--- config.mk ---
export PLATFORM = sky130hd
export DESIGN_NAME = tdc_acq_sequencer_flat
export DESIGN_NICKNAME = d
export VERILOG_FILES = /design/src/rtl/tdc_acq_sequencer_pkg.sv /design/src/rtl/tdc_acq_sequencer_if.sv /design/src/rtl/tdc_acq_sequencer.sv /design/src/flat_wrapper.sv
export SDC_FILE = /design/constraint.sdc
export NUM_CORES = 1
export LEC_CHECK = 0
export ABC_AREA = 1
export CORE_UTILIZATION = 53
export CTS_CLUSTER_SIZE = 16
export DETAILED_ROUTE_END_ITERATION = 16
export HOLD_SLACK_MARGIN = 0.06
export PLACE_DENSITY_LB_ADDON = 0.1
export REMOVE_ABC_BUFFERS = 1
export SLEW_MARGIN = 20
export SYNTH_ARGS = -nofsm -noshare
export SYNTH_HDL_FRONTEND = slang
export SYNTH_SLANG_ARGS = --single-unit
--- constraint.sdc ---
create_clock -name clk -period 1.7 [get_ports clk]
set_input_delay 0.34 -clock clk [delete_from_list [all_inputs] [get_ports clk]]
set_output_delay 0.34 -clock clk [all_outputs]
set_load 0.005 [all_outputs]
--- src/rtl/tdc_acq_sequencer_pkg.sv ---
// Shared definitions for the TDC acquisition sequencer: FSM state encoding
// and default run parameters used by the RTL and the bench.
package tdc_pkg;

    typedef enum logic [2:0] {
        IDLE,
        WRITE,
        SETTLE,
        READ,
        LOAD,
        SEND
    } state_t;

    localparam int N_HITS_DEF     = 300;
    localparam int SETTLE_CYC_DEF = 4;

endpackage

--- src/rtl/tdc_acq_sequencer_if.sv ---
// Control/status bundle between the acquisition sequencer and its surroundings
// (front-panel starts, TDC strobe, capture FIFO, UART framer, LEDs).
interface tdc_acq_sequencer_if
    import tdc_pkg::*;
#(
    parameter int CNT_W = $clog2(N_HITS_DEF + 1)
);

    logic             start_wr;
    logic             start_rd;
    logic             hit_valid;
    logic             fifo_full;
    logic             fifo_empty;
    logic             fifo_wr_en;
    logic             fifo_rd_en;
    logic             uart_valid;
    logic             uart_ready;
    logic [CNT_W-1:0] hit_count;
    logic [CNT_W-1:0] word_count;
    logic             led_write_stage;
    logic             led_read_stage;
    logic             led_write_err;
    logic             led_read_err;

    modport master (
        input  start_wr, start_rd, hit_valid, fifo_full, fifo_empty, uart_ready,
        output fifo_wr_en, fifo_rd_en, uart_valid, hit_count, word_count,
               led_write_stage, led_read_stage, led_write_err, led_read_err
    );

    modport slave (
        output start_wr, start_rd, hit_valid, fifo_full, fifo_empty, uart_ready,
        input  fifo_wr_en, fifo_rd_en, uart_valid, hit_count, word_count,
               led_write_stage, led_read_stage, led_write_err, led_read_err
    );

endinterface

--- src/rtl/tdc_acq_sequencer.sv ---
// Two-stage TDC acquisition controller: gates hit strobes into the capture FIFO,
// then drains the FIFO into the UART over a valid/ready handshake.
module tdc_acq_sequencer
    import tdc_pkg::*;
#(
    parameter int N_HITS     = N_HITS_DEF,
    parameter int SETTLE_CYC = SETTLE_CYC_DEF,
    parameter int CNT_W      = $clog2(N_HITS + 1)
) (
    input  logic                clk,
    input  logic                rst,
    tdc_acq_sequencer_if.master bus
);

    localparam int SET_W = (SETTLE_CYC > 1) ? $clog2(SETTLE_CYC) : 1;

    state_t           state_q, state_d;
    logic [CNT_W-1:0] hit_cnt_q, hit_cnt_d;
    logic [CNT_W-1:0] word_cnt_q, word_cnt_d;
    logic [SET_W-1:0] settle_q, settle_d;
    logic             wr_err_q, wr_err_d;
    logic             rd_err_q, rd_err_d;
    logic             uart_valid_q;
    logic             led_wr_q;
    logic             led_rd_q;
    logic             wr_en;
    logic             rd_en;

    function automatic logic [CNT_W-1:0] sat_inc(input logic [CNT_W-1:0] v);
        return (v >= CNT_W'(N_HITS)) ? v : v + CNT_W'(1);
    endfunction

    always_comb begin
        state_d    = state_q;
        hit_cnt_d  = hit_cnt_q;
        word_cnt_d = word_cnt_q;
        settle_d   = settle_q;
        wr_err_d   = wr_err_q;
        rd_err_d   = rd_err_q;
        wr_en      = 1'b0;
        rd_en      = 1'b0;
        case (state_q)
            IDLE: begin
                if (bus.start_wr) begin
                    state_d   = WRITE;
                    hit_cnt_d = '0;
                    wr_err_d  = 1'b0;
                end else if (bus.start_rd) begin
                    state_d    = SETTLE;
                    word_cnt_d = '0;
                    rd_err_d   = 1'b0;
                    settle_d   = '0;
                end
            end
            WRITE: begin
                wr_en = bus.hit_valid & ~bus.fifo_full;
                if (bus.hit_valid & bus.fifo_full) wr_err_d = 1'b1;
                if (wr_en) hit_cnt_d = sat_inc(hit_cnt_q);
                // An abort still lets the coincident hit through to the FIFO.
                if (bus.start_rd) begin
                    state_d    = SETTLE;
                    word_cnt_d = '0;
                    rd_err_d   = 1'b0;
                    settle_d   = '0;
                end else if (wr_en && (hit_cnt_q >= CNT_W'(N_HITS - 1))) begin
                    state_d = IDLE;
                end
            end
            SETTLE: begin
                if (settle_q == SET_W'(SETTLE_CYC - 1)) begin
                    if (bus.fifo_empty) begin
                        state_d  = IDLE;
                        rd_err_d = 1'b1;
                    end else begin
                        state_d = READ;
                    end
                end else begin
                    settle_d = settle_q + SET_W'(1);
                end
            end
            READ: begin
                if (bus.fifo_empty) begin
                    state_d = IDLE;
                end else begin
                    rd_en   = 1'b1;
                    state_d = LOAD;
                end
            end
            LOAD: state_d = SEND;
            SEND: begin
                if (bus.uart_ready) begin
                    word_cnt_d = sat_inc(word_cnt_q);
                    state_d    = READ;
                end
            end
            default: state_d = IDLE;
        endcase
    end

    // LEDs and uart_valid are registered from the next state so they track state_q exactly.
    always_ff @(posedge clk or posedge rst) begin
        if (rst) begin
            state_q      <= IDLE;
            hit_cnt_q    <= '0;
            word_cnt_q   <= '0;
            settle_q     <= '0;
            wr_err_q     <= 1'b0;
            rd_err_q     <= 1'b0;
            uart_valid_q <= 1'b0;
            led_wr_q     <= 1'b0;
            led_rd_q     <= 1'b0;
        end else begin
            state_q      <= state_d;
            hit_cnt_q    <= hit_cnt_d;
            word_cnt_q   <= word_cnt_d;
            settle_q     <= settle_d;
            wr_err_q     <= wr_err_d;
            rd_err_q     <= rd_err_d;
            uart_valid_q <= (state_d == SEND);
            led_wr_q     <= (state_d == WRITE);
            led_rd_q     <= (state_d == SETTLE) || (state_d == READ) ||
                            (state_d == LOAD)   || (state_d == SEND);
        end
    end

    assign bus.fifo_wr_en      = wr_en;
    assign bus.fifo_rd_en      = rd_en;
    assign bus.uart_valid      = uart_valid_q;
    assign bus.hit_count       = hit_cnt_q;
    assign bus.word_count      = word_cnt_q;
    assign bus.led_write_stage = led_wr_q;
    assign bus.led_read_stage  = led_rd_q;
    assign bus.led_write_err   = wr_err_q;
    assign bus.led_read_err    = rd_err_q;

endmodule

--- src/flat_wrapper.sv ---
// flat-port wrapper written by rule: the top's interface ports become plain ports
module tdc_acq_sequencer_flat import tdc_pkg::*;
#(
    parameter int N_HITS     = N_HITS_DEF,
    parameter int SETTLE_CYC = SETTLE_CYC_DEF,
    parameter int CNT_W      = $clog2(N_HITS + 1)
)
  (clk, rst, bus_start_wr, bus_start_rd, bus_hit_valid, bus_fifo_full, bus_fifo_empty, bus_uart_ready, bus_fifo_wr_en, bus_fifo_rd_en, bus_uart_valid, bus_hit_count, bus_word_count, bus_led_write_stage, bus_led_read_stage, bus_led_write_err, bus_led_read_err);
  tdc_acq_sequencer_if #(.CNT_W(CNT_W)) bus_i ();
  input  logic clk;
  input  logic rst;
  input wire logic [$bits(bus_i.start_wr)-1:0] bus_start_wr;
  input wire logic [$bits(bus_i.start_rd)-1:0] bus_start_rd;
  input wire logic [$bits(bus_i.hit_valid)-1:0] bus_hit_valid;
  input wire logic [$bits(bus_i.fifo_full)-1:0] bus_fifo_full;
  input wire logic [$bits(bus_i.fifo_empty)-1:0] bus_fifo_empty;
  input wire logic [$bits(bus_i.uart_ready)-1:0] bus_uart_ready;
  output wire logic [$bits(bus_i.fifo_wr_en)-1:0] bus_fifo_wr_en;
  output wire logic [$bits(bus_i.fifo_rd_en)-1:0] bus_fifo_rd_en;
  output wire logic [$bits(bus_i.uart_valid)-1:0] bus_uart_valid;
  output wire logic [$bits(bus_i.hit_count)-1:0] bus_hit_count;
  output wire logic [$bits(bus_i.word_count)-1:0] bus_word_count;
  output wire logic [$bits(bus_i.led_write_stage)-1:0] bus_led_write_stage;
  output wire logic [$bits(bus_i.led_read_stage)-1:0] bus_led_read_stage;
  output wire logic [$bits(bus_i.led_write_err)-1:0] bus_led_write_err;
  output wire logic [$bits(bus_i.led_read_err)-1:0] bus_led_read_err;
  assign bus_i.start_wr = bus_start_wr;
  assign bus_i.start_rd = bus_start_rd;
  assign bus_i.hit_valid = bus_hit_valid;
  assign bus_i.fifo_full = bus_fifo_full;
  assign bus_i.fifo_empty = bus_fifo_empty;
  assign bus_i.uart_ready = bus_uart_ready;
  assign bus_fifo_wr_en = bus_i.fifo_wr_en;
  assign bus_fifo_rd_en = bus_i.fifo_rd_en;
  assign bus_uart_valid = bus_i.uart_valid;
  assign bus_hit_count = bus_i.hit_count;
  assign bus_word_count = bus_i.word_count;
  assign bus_led_write_stage = bus_i.led_write_stage;
  assign bus_led_read_stage = bus_i.led_read_stage;
  assign bus_led_write_err = bus_i.led_write_err;
  assign bus_led_read_err = bus_i.led_read_err;
  tdc_acq_sequencer #(.N_HITS(N_HITS), .SETTLE_CYC(SETTLE_CYC), .CNT_W(CNT_W)) u_core (.clk(clk), .rst(rst), .bus(bus_i));
endmodule
=== Word-level counts from Yosys, hierarchy flattened ===
Cells that the tools add are included.

* Register bits after elaboration: 28
* Output and inout port bits: 25
* Logic and storage cells: 85

* $add $sub $neg: 3
* Order comparisons: 3
* Equal/unequal tests: 21
* Multiplexer cells: 33
* Bitwise operators: 3
* Reduce and logical (&&, ||, !) cells: 13

{| class="wikitable"
|+ Operator list
! cell !! count
|-
| two-way mux 9 bit || 7
|-
| greater-or-equal comparator 9 bit, second input constant || 3
|-
| one-hot mux 9 bit (3 select lines) || 1
|-
| two-way mux 3 bit || 7
|-
| adder 9 x 1 -> 9 bit, second input constant || 2
|-
| one-hot mux 3 bit (6 select lines) || 1
|-
| one-hot mux 9 bit (2 select lines) || 1
|-
| != test 2 bit, second input constant || 7
|-
| equality test 3 x 2 -> 1 bit, second input constant || 4
|-
| equality test 3 bit, second input constant || 4
|-
| AND reduction 4 bit || 3
|-
| two-way mux 1 bit || 9
|-
| two-way mux 2 bit || 4
|-
| equality test 3 x 1 -> 1 bit, second input constant || 2
|-
| != test 2 x 1 -> 1 bit, second input constant || 3
|-
| one-hot mux 2 bit (3 select lines) || 1
|-
| AND reduction 3 bit || 2
|-
| nonzero test 3 bit || 2
|-
| zero test 3 bit || 1
|-
| logical OR 1 bit || 3
|-
| one-hot mux 1 bit (3 select lines) || 1
|-
| adder 2 x 1 -> 2 bit, second input constant || 1
|-
| AND 1 bit || 2
|-
| equality test 2 bit, second input constant || 1
|-
| 4 further kinds || 4
|}

=== Longest topological paths before layout ===
Gate-level depths: netlist (run 1).

* Depth in word-level cells: 10
* Mapped depth: 10
* Depth with buffers taken out: 9

=== Least setup slack after synthesis (run 1) ===
OpenSTA, ideal clock, no wires.

* Path type: register to output
* Start point: reg u_core.state_q[1]
* End point: out bus_fifo_wr_en
* Data arrival time: 987 ps
* Data required time: 1,360 ps
* Setup slack: 373 ps
* Cell stages (with the launch flop): 7
* Buffers on the path: 1
* Path through: dfrtp_1 -> inv_2 -> nand2_4 -> nor2_2 -> buf_4 -> inv_2 -> nor2_1

* Longest elaborated chain between the ends: 2

{| class="wikitable"
|+ RTL lines
! element !! RTL line !! source
|-
| start: declaration || tdc_acq_sequencer.sv:17 || <nowiki>state_t state_q, state_d;</nowiki>
|-
| start signal: assignment || tdc_acq_sequencer.sv:113 || <nowiki>state_q <= state_d;</nowiki>
|-
| equality test 3 x 1 -> 1 bit || tdc_acq_sequencer.sv:42 || <nowiki>case (state_q)</nowiki>
|-
| two-way mux 1 bit || tdc_acq_sequencer.sv:42 ||
|-
| end: declaration || flat_wrapper.sv:18 || <nowiki>output wire logic [$bits(bus_i.fifo_wr_en)-1:0] bus_fifo_wr_en;</nowiki>
|}

Every way passes these cells.

=== Worst setup path after layout (run 1) ===
* Start point: reg u_core.hit_cnt_q[8] (netlist: u_core.bus.hit_count[8])
* End point: out bus_hit_count[8]

{| class="wikitable"
|+ RTL lines
! element !! RTL line !! source
|-
| start: declaration || tdc_acq_sequencer.sv:18 || <nowiki>logic [CNT_W-1:0] hit_cnt_q, hit_cnt_d;</nowiki>
|-
| start signal: assignment || tdc_acq_sequencer.sv:114 || <nowiki>hit_cnt_q <= hit_cnt_d;</nowiki>
|-
| end: declaration || flat_wrapper.sv:21 || <nowiki>output wire logic [$bits(bus_i.hit_count)-1:0] bus_hit_count;</nowiki>
|}

No word-level cell between the ends.

==> flow_metrics.tcl, run 1 <==
set metrics [dict create \
    hold_ws_ns 0.361 \
    fmax_mhz 608 \
    rows 21 \
    p_per_area_mw_per_mm2 976 \
    hold_path_class "input pin to asynchronous set/reset pin" \
    grt_usage 0.217 \
    ctsRootBufferMaster "clkbuf_4" \
    coreArea_sq_mm 0.00339 \
    finalClockSkew_ns 0.00539 \
    worstSetupPathType "register to output port" \
    syn_area_per_cell_sq_um 6.99 \
    io_buffers 32 \
    design_area_sq_mm 0.00241 \
    slowest_stage "clkdlybuf4s50_1" \
    drt_iter0_markers 89 \
    vias 1798 \
    grt_max_degree 29 \
    viasPerCell 4.91 \
    slew_viol_final 0 \
    clockBufferDepth 2 \
    numPlacedInstances 354 \
    synth.ff_latch_count 28 \
    finalSetupViolations 0 \
    die_area_sq_mm 0.00383 \
    globalplace.congestion 0.823 \
    cp-end-kind "output port" \
    critPathRequiredTime_ns 1.36 \
    yosys_warnings 0 \
    antenna_left 0 \
    critPathBufInv 1 \
    synthesis.instances 272 \
    netlist_area_sq_mm 0.00190 \
    cts_hold_buf 0 \
    min_period_ns 1.64 \
    cts_made_buffers 3 \
    period_share 0.967 \
    worstMarginPinSlew_ns 0.357 \
    cts.sinks 28 \
    async_flop_share 1.00 \
    path_delay_family "buffers and inverters" \
    layout_common_cells "92 x nand2_1, 37 x inv_1, 29 x clkdlybuf4s50_1, 25 x nor2_1, 19 x nand3_1" \
    dpl_cell_area_sq_mm 0.00230 \
    maxCapViolCount 0 \
    timing.final.hold_violations 0 \
    syn2layout_area_growth_pct 27.1 \
    cts.clk_slew.worst_paths_ns 0.15 \
    layout_commonest_cell "nand2_1" \
    startpoint_type "register" \
    dieHeight_microns 61.9 \
    ys_seq_area_frac 0.369 \
    grt_pass1_vias 1428 \
    outcome "finished, final reports clean" \
    initial_core_util 0.561 \
    drive_gt1_frac 0.219 \
    die_w_microns 61.9 \
    clock_latency_ns 0.32 \
    dr.pass1.iters 4 \
    wl_mm 3.92 \
    drt-wirelength-per-cell_microns 10.7 \
    worstPathCellList "clkdlybuf4s50_1" \
    grt_pass1_wl_mm 6.23 \
    dpl.hpwl_mm 2.78 \
    rsz0062_at_grt "yes" \
    ys_types 29 \
    cts_max_level 1 \
    slew_headroom 0.762 \
    synth_edf_count 0 \
    io_pins 33 \
    cp_max_fo 7 \
    critPathMaxStageDelay_ns 0.52 \
    diodes 0 \
    p_leak_nw 1.23 \
    cts_tree "yes" \
    finalNonFillerCells 366 \
    antenna_found_initial 0 \
    ir_worst_vdd_mv 0.875 \
    nets 334 \
    overflow 0 \
    drc 0 \
    crit_arrival_ns 1.30 \
    fin_tns_setup_ns 0 \
    synth_top_flop_cell "dfrtp_1" \
]
## layer usage
layer	vias to the layer above	share of wire	wire length (microns)	GRT usage
met4	0	0.0069	27	0.0476
li1	936	-	-	-
met2	44	0.47	1850	0.352
met3	4	0.034	134	0.0248
met5	-	0	0	0
met1	814	0.49	1900	0.313
## final cells by class
type                    instances  area [sq um]
repair buffers                 49           440
flip-flops and latches         28           718
multi-input cells             192           986
inverters                      47           176
clock buffers                   4          36.3
fillers                       277           975
well taps                      46          57.6
## kinds of logic (layout without fill, tap and decap cells)
group,after synthesis,count (layout),share of synthesized area
XOR/XNOR,3,3,0.0138
flip-flops,28,28,0.369
AO/OA/AOI/OAI,23,23,0.0849
adder cells (fa/ha/maj),5,5,0.0329
AND/OR/NAND/NOR,161,161,0.384
buffers and inverters,52,100,0.115
## path summary, 6_finish.rpt
check / startpoint / depth (start not counted) / end / slack, ns
max in group asynchronous: rst / 3 / u_core.bus.word_count[0] / 1.06
worst min-delay path: rst / 3 / u_core.bus.hit_count[2] / 0.36
worst max register to register: u_core.state_q[2] / 9 / u_core.bus.hit_count[1] / 0.19
min in group clk: u_core.bus.led_read_err / 1 / u_core.bus.led_read_err / 0.52
worst max-delay path: u_core.bus.hit_count[8] / 1 / bus_hit_count[8] / 0.06
worst min register to register: u_core.bus.led_read_err / 1 / u_core.bus.led_read_err / 0.52
## report_power, final
part	switching, mW	internal (mW)	total (mW)
Sequential	0.0798	0.788	0.867
Clock	0.193	0.131	0.324
Combinational	0.693	0.472	1.17
## flip-flops by register name, summed over array words and instances, names as in the netlist
name / count
u_core.bus.uart_valid: 1
u_core.bus.led_read_stage: 1
u_core.bus.led_write_stage: 1
u_core.bus.led_read_err: 1
u_core.bus.led_write_err: 1
u_core.state_q: 3
u_core.settle_q: 2
u_core.bus.hit_count: 9
u_core.bus.word_count: 9
## worst register-to-register path, stage by stage, from the launching register on
cell	delay (ns)
dfrtp_1	0.41
inv_2	0.06
buf_4	0.11
nand2_4	0.06
nor2_4	0.09
buf_4	0.19
nand2_1	0.10
nand3_4	0.25
nand2_1	0.12
o21ai_2	0.07
## stage by stage
step	power [mW]	util	setup slack [ns]
3_5_place_dp	1.98	0.680	-0.121
4_1_cts	2.35	0.697	-0.0312
6_report	2.36	0.712	0.0563
3_3_place_gp	1.97	0.680	-0.111
5_1_grt	2.55	0.712	-0.0208
2_1_floorplan	1.57	-	0.215
## cells in the mapped netlist, types with 2 or more instances
cell	instances	area (sq um)
o21ai_0	5	25.0
buf_6	2	22.5
ha_1	5	62.6
nand2_2	4	25.0
inv_2	10	37.5
inv_1	37	139
o21ai_2	9	78.8
xnor2_1	3	26.3
a21oi_1	3	15.0
buf_4	2	15.0
nor2_2	2	12.5
nand4_1	8	50.1
dfrtp_1	28	701
nand2_4	3	33.8
o21bai_1	2	15.0
nand3_1	19	95.1
nor2_1	25	93.8
o21a_1	2	15.0
nor2_4	2	22.5
nand2_1	92	345
## timing repair
action	4_1_cts	5_1_grt
buffers inserted	2	6
pin swaps	0	0
setup endpoints to repair	5	18
resized for setup	8	15
No activity file was read; power rests on OpenSTA's default activity.
==> run 2: changes to the inputs <==
- CORE_UTILIZATION: 53 -> 55
- DONT_BUFFER_PORTS: unset -> 1
- REMOVE_ABC_BUFFERS: 1 -> unset
==> flow_metrics.tcl, run 2 (synthesis results as in run 1) <==
set metrics [dict create \
    drive_gt1_frac 0.174 \
    grt_usage 0.226 \
    hold_ws_ns 0.152 \
    syn2layout_area_growth_pct 8.03 \
    critPathBufInv 2 \
    clock_latency_ns 0.34 \
    crit_start "u_core.state_q[2]" \
    worstSetupPathType "register to output port" \
    drc 0 \
    design_area_sq_mm 0.00205 \
    fin_tns_setup_ns 0 \
    dieHeight_microns 60.8 \
    layout_commonest_cell "nand2_1" \
    hold_path_class "input pin to register" \
    cts_tree "yes" \
    overflow 0 \
    p_per_area_mw_per_mm2 1080 \
    initial_core_util 0.603 \
    cts.sinks 28 \
    clockBufferDepth 2 \
    diodes 0 \
    dr.pass1.iters 5 \
    grt_pass1_wl_mm 6.24 \
    outcome "finished, final reports clean" \
    utilization 0.651 \
    globalplace.congestion 0.870 \
    regArea_sq_um 703 \
    timing.final.hold_violations 0 \
    ir_worst_vdd_mv 0.899 \
    rsz0062_at_grt "yes" \
    period_share 0.961 \
    slew_viol_final 0 \
    grt_pass1_vias 1482 \
    critPathMaxStageDelay_ns 0.44 \
    coreArea_sq_mm 0.00315 \
    path_delay_family "flip-flops" \
    vias 1645 \
    cts.clk_slew.worst_paths_ns 0.15 \
    finalSetupViolations 0 \
    worstMarginPinSlew_ns 0.354 \
    fmax_mhz 612 \
    viasPerCell 5.06 \
    syn_nets 285 \
    antenna_left 0 \
    io_buffers 0 \
    multi_input_area_sq_um 988 \
    nFillCells 290 \
    grt_max_degree 29 \
    die_w_microns 60.8 \
    min_period_ns 1.63 \
    drt-wirelength-per-cell_microns 11.6 \
    slew_headroom 0.764 \
    dpl_cell_area_sq_mm 0.00197 \
    worst_path_most_repeated_cell "inv_2" \
    ctsRootBufferMaster "clkbuf_4" \
    rr_startpoint "u_core.bus.word_count[1]" \
    drt_iter0_markers 97 \
    cts_max_level 1 \
    rows 20 \
    slowest_stage "dfrtp_1" \
    cts_made_buffers 3 \
    dpl.hpwl_mm 2.78 \
    nets 295 \
    critPathRequiredTime_ns 1.36 \
    worstPathCellList "inv_2, nand2_4, nor2_4, inv_2, nor2_1" \
    finalClockSkew_ns 0.00290 \
    min_from "bus_start_wr" \
    io_pins 33 \
    wl_mm 3.77 \
    p_leak_nw 1.09 \
    die_area_sq_mm 0.00369 \
    cp-end-kind "output port" \
    layout_common_cells "92 x nand2_1, 37 x inv_1, 26 x dfrtp_1, 24 x nor2_1, 19 x nand3_1" \
    antenna_found_initial 0 \
    crit_arrival_ns 1.29 \
    maxCapViolCount 0 \
    cp_max_fo 5 \
    startpoint_type "register" \
]
-- run 2: changes by cell type in the layout (fill, tap and decap cells not counted), sizes merged --
| cell | previous run | this run |
|---|---|---|
| dlygate4sd3 | 0 | 1 |
| clkbuf | 5 | 3 |
| clkdlybuf4s50 | 29 | 0 |
| buf | 18 | 9 |
| bufinv | 0 | 1 |
| dlymetal6s2s | 1 | 0 |
-- run 2: routing by layer --
layer  up-vias  GRT usage  wire length [microns]
li1        855          -                      -
met1       745      0.300                   1760
met2        43      0.361                   1780
met3         2     0.0597                    208
met4         0     0.0747                     22
met5         -          0                      0
-- run 2: through the flow --
step,std cells,total power [mW],setup WS (ns)
6_report,325,2.22,0.0655
5_1_grt,325,2.39,-0.0297
3_3_place_gp,319,1.74,0.223
2_1_floorplan,272,1.65,0.373
3_5_place_dp,319,1.75,0.217
4_1_cts,324,2.22,0.0540
-- run 2: repair_timing --
action,4_1_cts,5_1_grt
endpoints found under the hold margin,28,0
endpoints found under the setup margin,1,3
gates cloned,0,0
hold buffers,1,0
buffers inserted,0,1
resized for setup,3,1
-- run 2: layout make-up --
class / instances / area share
multi-input combinational: 192 / 0.481
sequential: 28 / 0.342
inverter: 47 / 0.0859
timing repair buffer: 10 / 0.0378
tap: 44 / 0.0268
clock inverter: 1 / 0.0146
clock buffer: 3 / 0.0110
-- run 2: final timing paths --
path                                       endpoint  slack, ns  cells past startpoint
max in group asynchronous         u_core.state_q[0]       0.93                      3
max                                  bus_fifo_wr_en       0.07                      5
min                        u_core.bus.led_write_err       0.15                      2
min in group asynchronous  u_core.bus.word_count[0]       0.48                      3
max reg2reg                u_core.bus.word_count[8]       0.23                      9
min reg2reg                u_core.bus.led_write_err       0.54                      1
-- run 2: where the power goes --
part	internal (mW)	total, mW	switching, mW
logic	0.275	0.853	0.578
clock network	0.239	0.447	0.208
registers	0.789	0.917	0.128
total	1.30	2.22	0.914
==> run 3: changes to the inputs <==
- CELL_PAD_IN_SITES_DETAIL_PLACEMENT: unset -> 0
- CELL_PAD_IN_SITES_GLOBAL_PLACEMENT: unset -> 1
- CORE_UTILIZATION: 55 -> 30
==> flow_metrics.tcl, run 3 (synthesis results as in run 1) <==
set metrics [dict create \
    outcome "finished, final reports clean" \
    worstReg2RegEnd "u_core.bus.hit_count[6]" \
    rows 28 \
    layout_common_cells "92 x nand2_1, 37 x inv_1, 27 x dfrtp_1, 25 x nor2_1, 19 x nand3_1" \
    antenna_found_initial 0 \
    syn_nets 285 \
    antenna_left 0 \
    globalplace.congestion 0.721 \
    cp_max_fo 4 \
    min_period_ns 1.55 \
    hold_depth 2 \
    cts.sinks 28 \
    numPlacedInstances 357 \
    timing.final.hold_violations 0 \
    worstMarginPinSlew_ns 0.290 \
    nets 301 \
    fin_ws_ns 0.147 \
    dieHeight_microns 81.6 \
    dpl_cell_area_sq_mm 0.00206 \
    worstHoldEndpoint "u_core.bus.led_write_err" \
    critPathRequiredTime_ns 1.36 \
    layout_commonest_cell "nand2_1" \
    io_pins 33 \
    ctsRootBufferMaster "clkbuf_8" \
    maxCapViolCount 0 \
    p_per_area_mw_per_mm2 1110 \
    r2r_setup_slack_ns 0.28 \
    clock_latency_ns 0.28 \
    die_w_microns 81.6 \
    period_share 0.914 \
    grt_usage 0.153 \
    initial_core_util 0.315 \
    coreArea_sq_mm 0.00603 \
    worstSetupPathType "register to output port" \
    slew_viol_final 0 \
    fin_tns_setup_ns 0 \
    hold_path_class "input pin to register" \
    drt_iter0_markers 74 \
    ir_worst_vdd_mv 0.583 \
    dr.pass1.iters 4 \
    rsz0062_at_grt "no" \
    finalSetupViolations 0 \
    wl_mm 4.58 \
    cts_made_buffers 3 \
    syn2layout_area_growth_pct 13.2 \
    grt_pass1_vias 1582 \
    drc 0 \
    drt-wirelength-per-cell_microns 12.7 \
    min_from "bus_start_wr" \
    p_leak_nw 1.13 \
    slew_headroom 0.806 \
    place_ws_ns 0.262 \
    die_area_sq_mm 0.00666 \
    viasPerCell 4.47 \
    dpl.hpwl_mm 3.41 \
    fmax_mhz 644 \
    cp-end-kind "output port" \
    diodes 0 \
    startpoint_type "register" \
    design_area_sq_mm 0.00215 \
    cts.clk_slew.worst_paths_ns 0.10 \
    finalNonFillerCells 362 \
    io_buffers 0 \
    grt_pass1_wl_mm 7.82 \
    cts_tree "yes" \
    finalClockSkew_ns 0.00383 \
    grt_max_degree 19 \
    crit_arrival_ns 1.21 \
    cts_max_level 1 \
    overflow 0 \
    drive_gt1_frac 0.185 \
    rr_startpoint "u_core.bus.hit_count[6]" \
    clockBufferDepth 2 \
    vias 1618 \
    ff2ff_path_depth 8 \
]
==> run 3: worst max path at each step <==
stage                            startpoint                       to  slack, ns  cells past startpoint
after floorplan           u_core.state_q[1]           bus_fifo_wr_en       0.37                      6
after global placement    u_core.state_q[1]  u_core.bus.hit_count[5]       0.25                      6
after detailed placement  u_core.state_q[1]  u_core.bus.hit_count[5]       0.26                      6
after CTS                 u_core.state_q[1]           bus_fifo_wr_en       0.04                      5
after global routing      u_core.state_q[1]           bus_fifo_wr_en       0.04                      5
final                     u_core.state_q[2]           bus_fifo_wr_en       0.15                      5
==> run 3: through the flow <==
| step | hold WS [ns] | power [mW] | util |
|---|---|---|---|
| after floorplan | 0.405 | 1.65 | - |
| after global placement | 0.260 | 1.86 | 0.343 |
| after detailed placement | 0.262 | 1.85 | 0.343 |
| after CTS | 0.220 | 2.42 | 0.356 |
| after global routing | 0.223 | 2.56 | 0.357 |
| final | 0.228 | 2.38 | 0.357 |
==> run 3: metal layers <==
layer / up-vias / wire, microns / part of all wire / GRT usage
met1: 728 / 2360 / 0.51 / 0.215
li1: 866 / - / - / -
met2: 22 / 2020 / 0.44 / 0.241
met3: 2 / 168 / 0.037 / 0.0400
met4: 0 / 31 / 0.0068 / 0.0211
met5: - / 0 / 0 / 0
==> run 3: layout make-up <==
class                      instances  area, sq um
sequential                        28          702
multi-input combinational        192          986
clock buffer                       3         41.3
timing repair buffer              16          123
fill                             674         3870
tap                               75         93.8
inverter                          47          176
clock inverter                     1         30.0
==> run 3: timing repair <==
item	in CTS	in global routing
endpoints found under the setup margin	0	1
endpoints found under the hold margin	28	0
gates resized for setup	0	2
hold buffers	1	0
setup buffers	0	0
==> run 3: power by group <==
| part | internal, mW | switching [mW] |
|---|---|---|
| Clock | 0.316 | 0.229 |
| Combinational | 0.295 | 0.649 |
| Sequential | 0.787 | 0.102 |
==> run 3: critical path, cell delays in order, from the launching register on <==
cell and delay, ns:
dfrtp_1 0.42, inv_2 0.13, nand2_4 0.08, nor2_4 0.12
inv_2 0.06, nor2_1 0.13
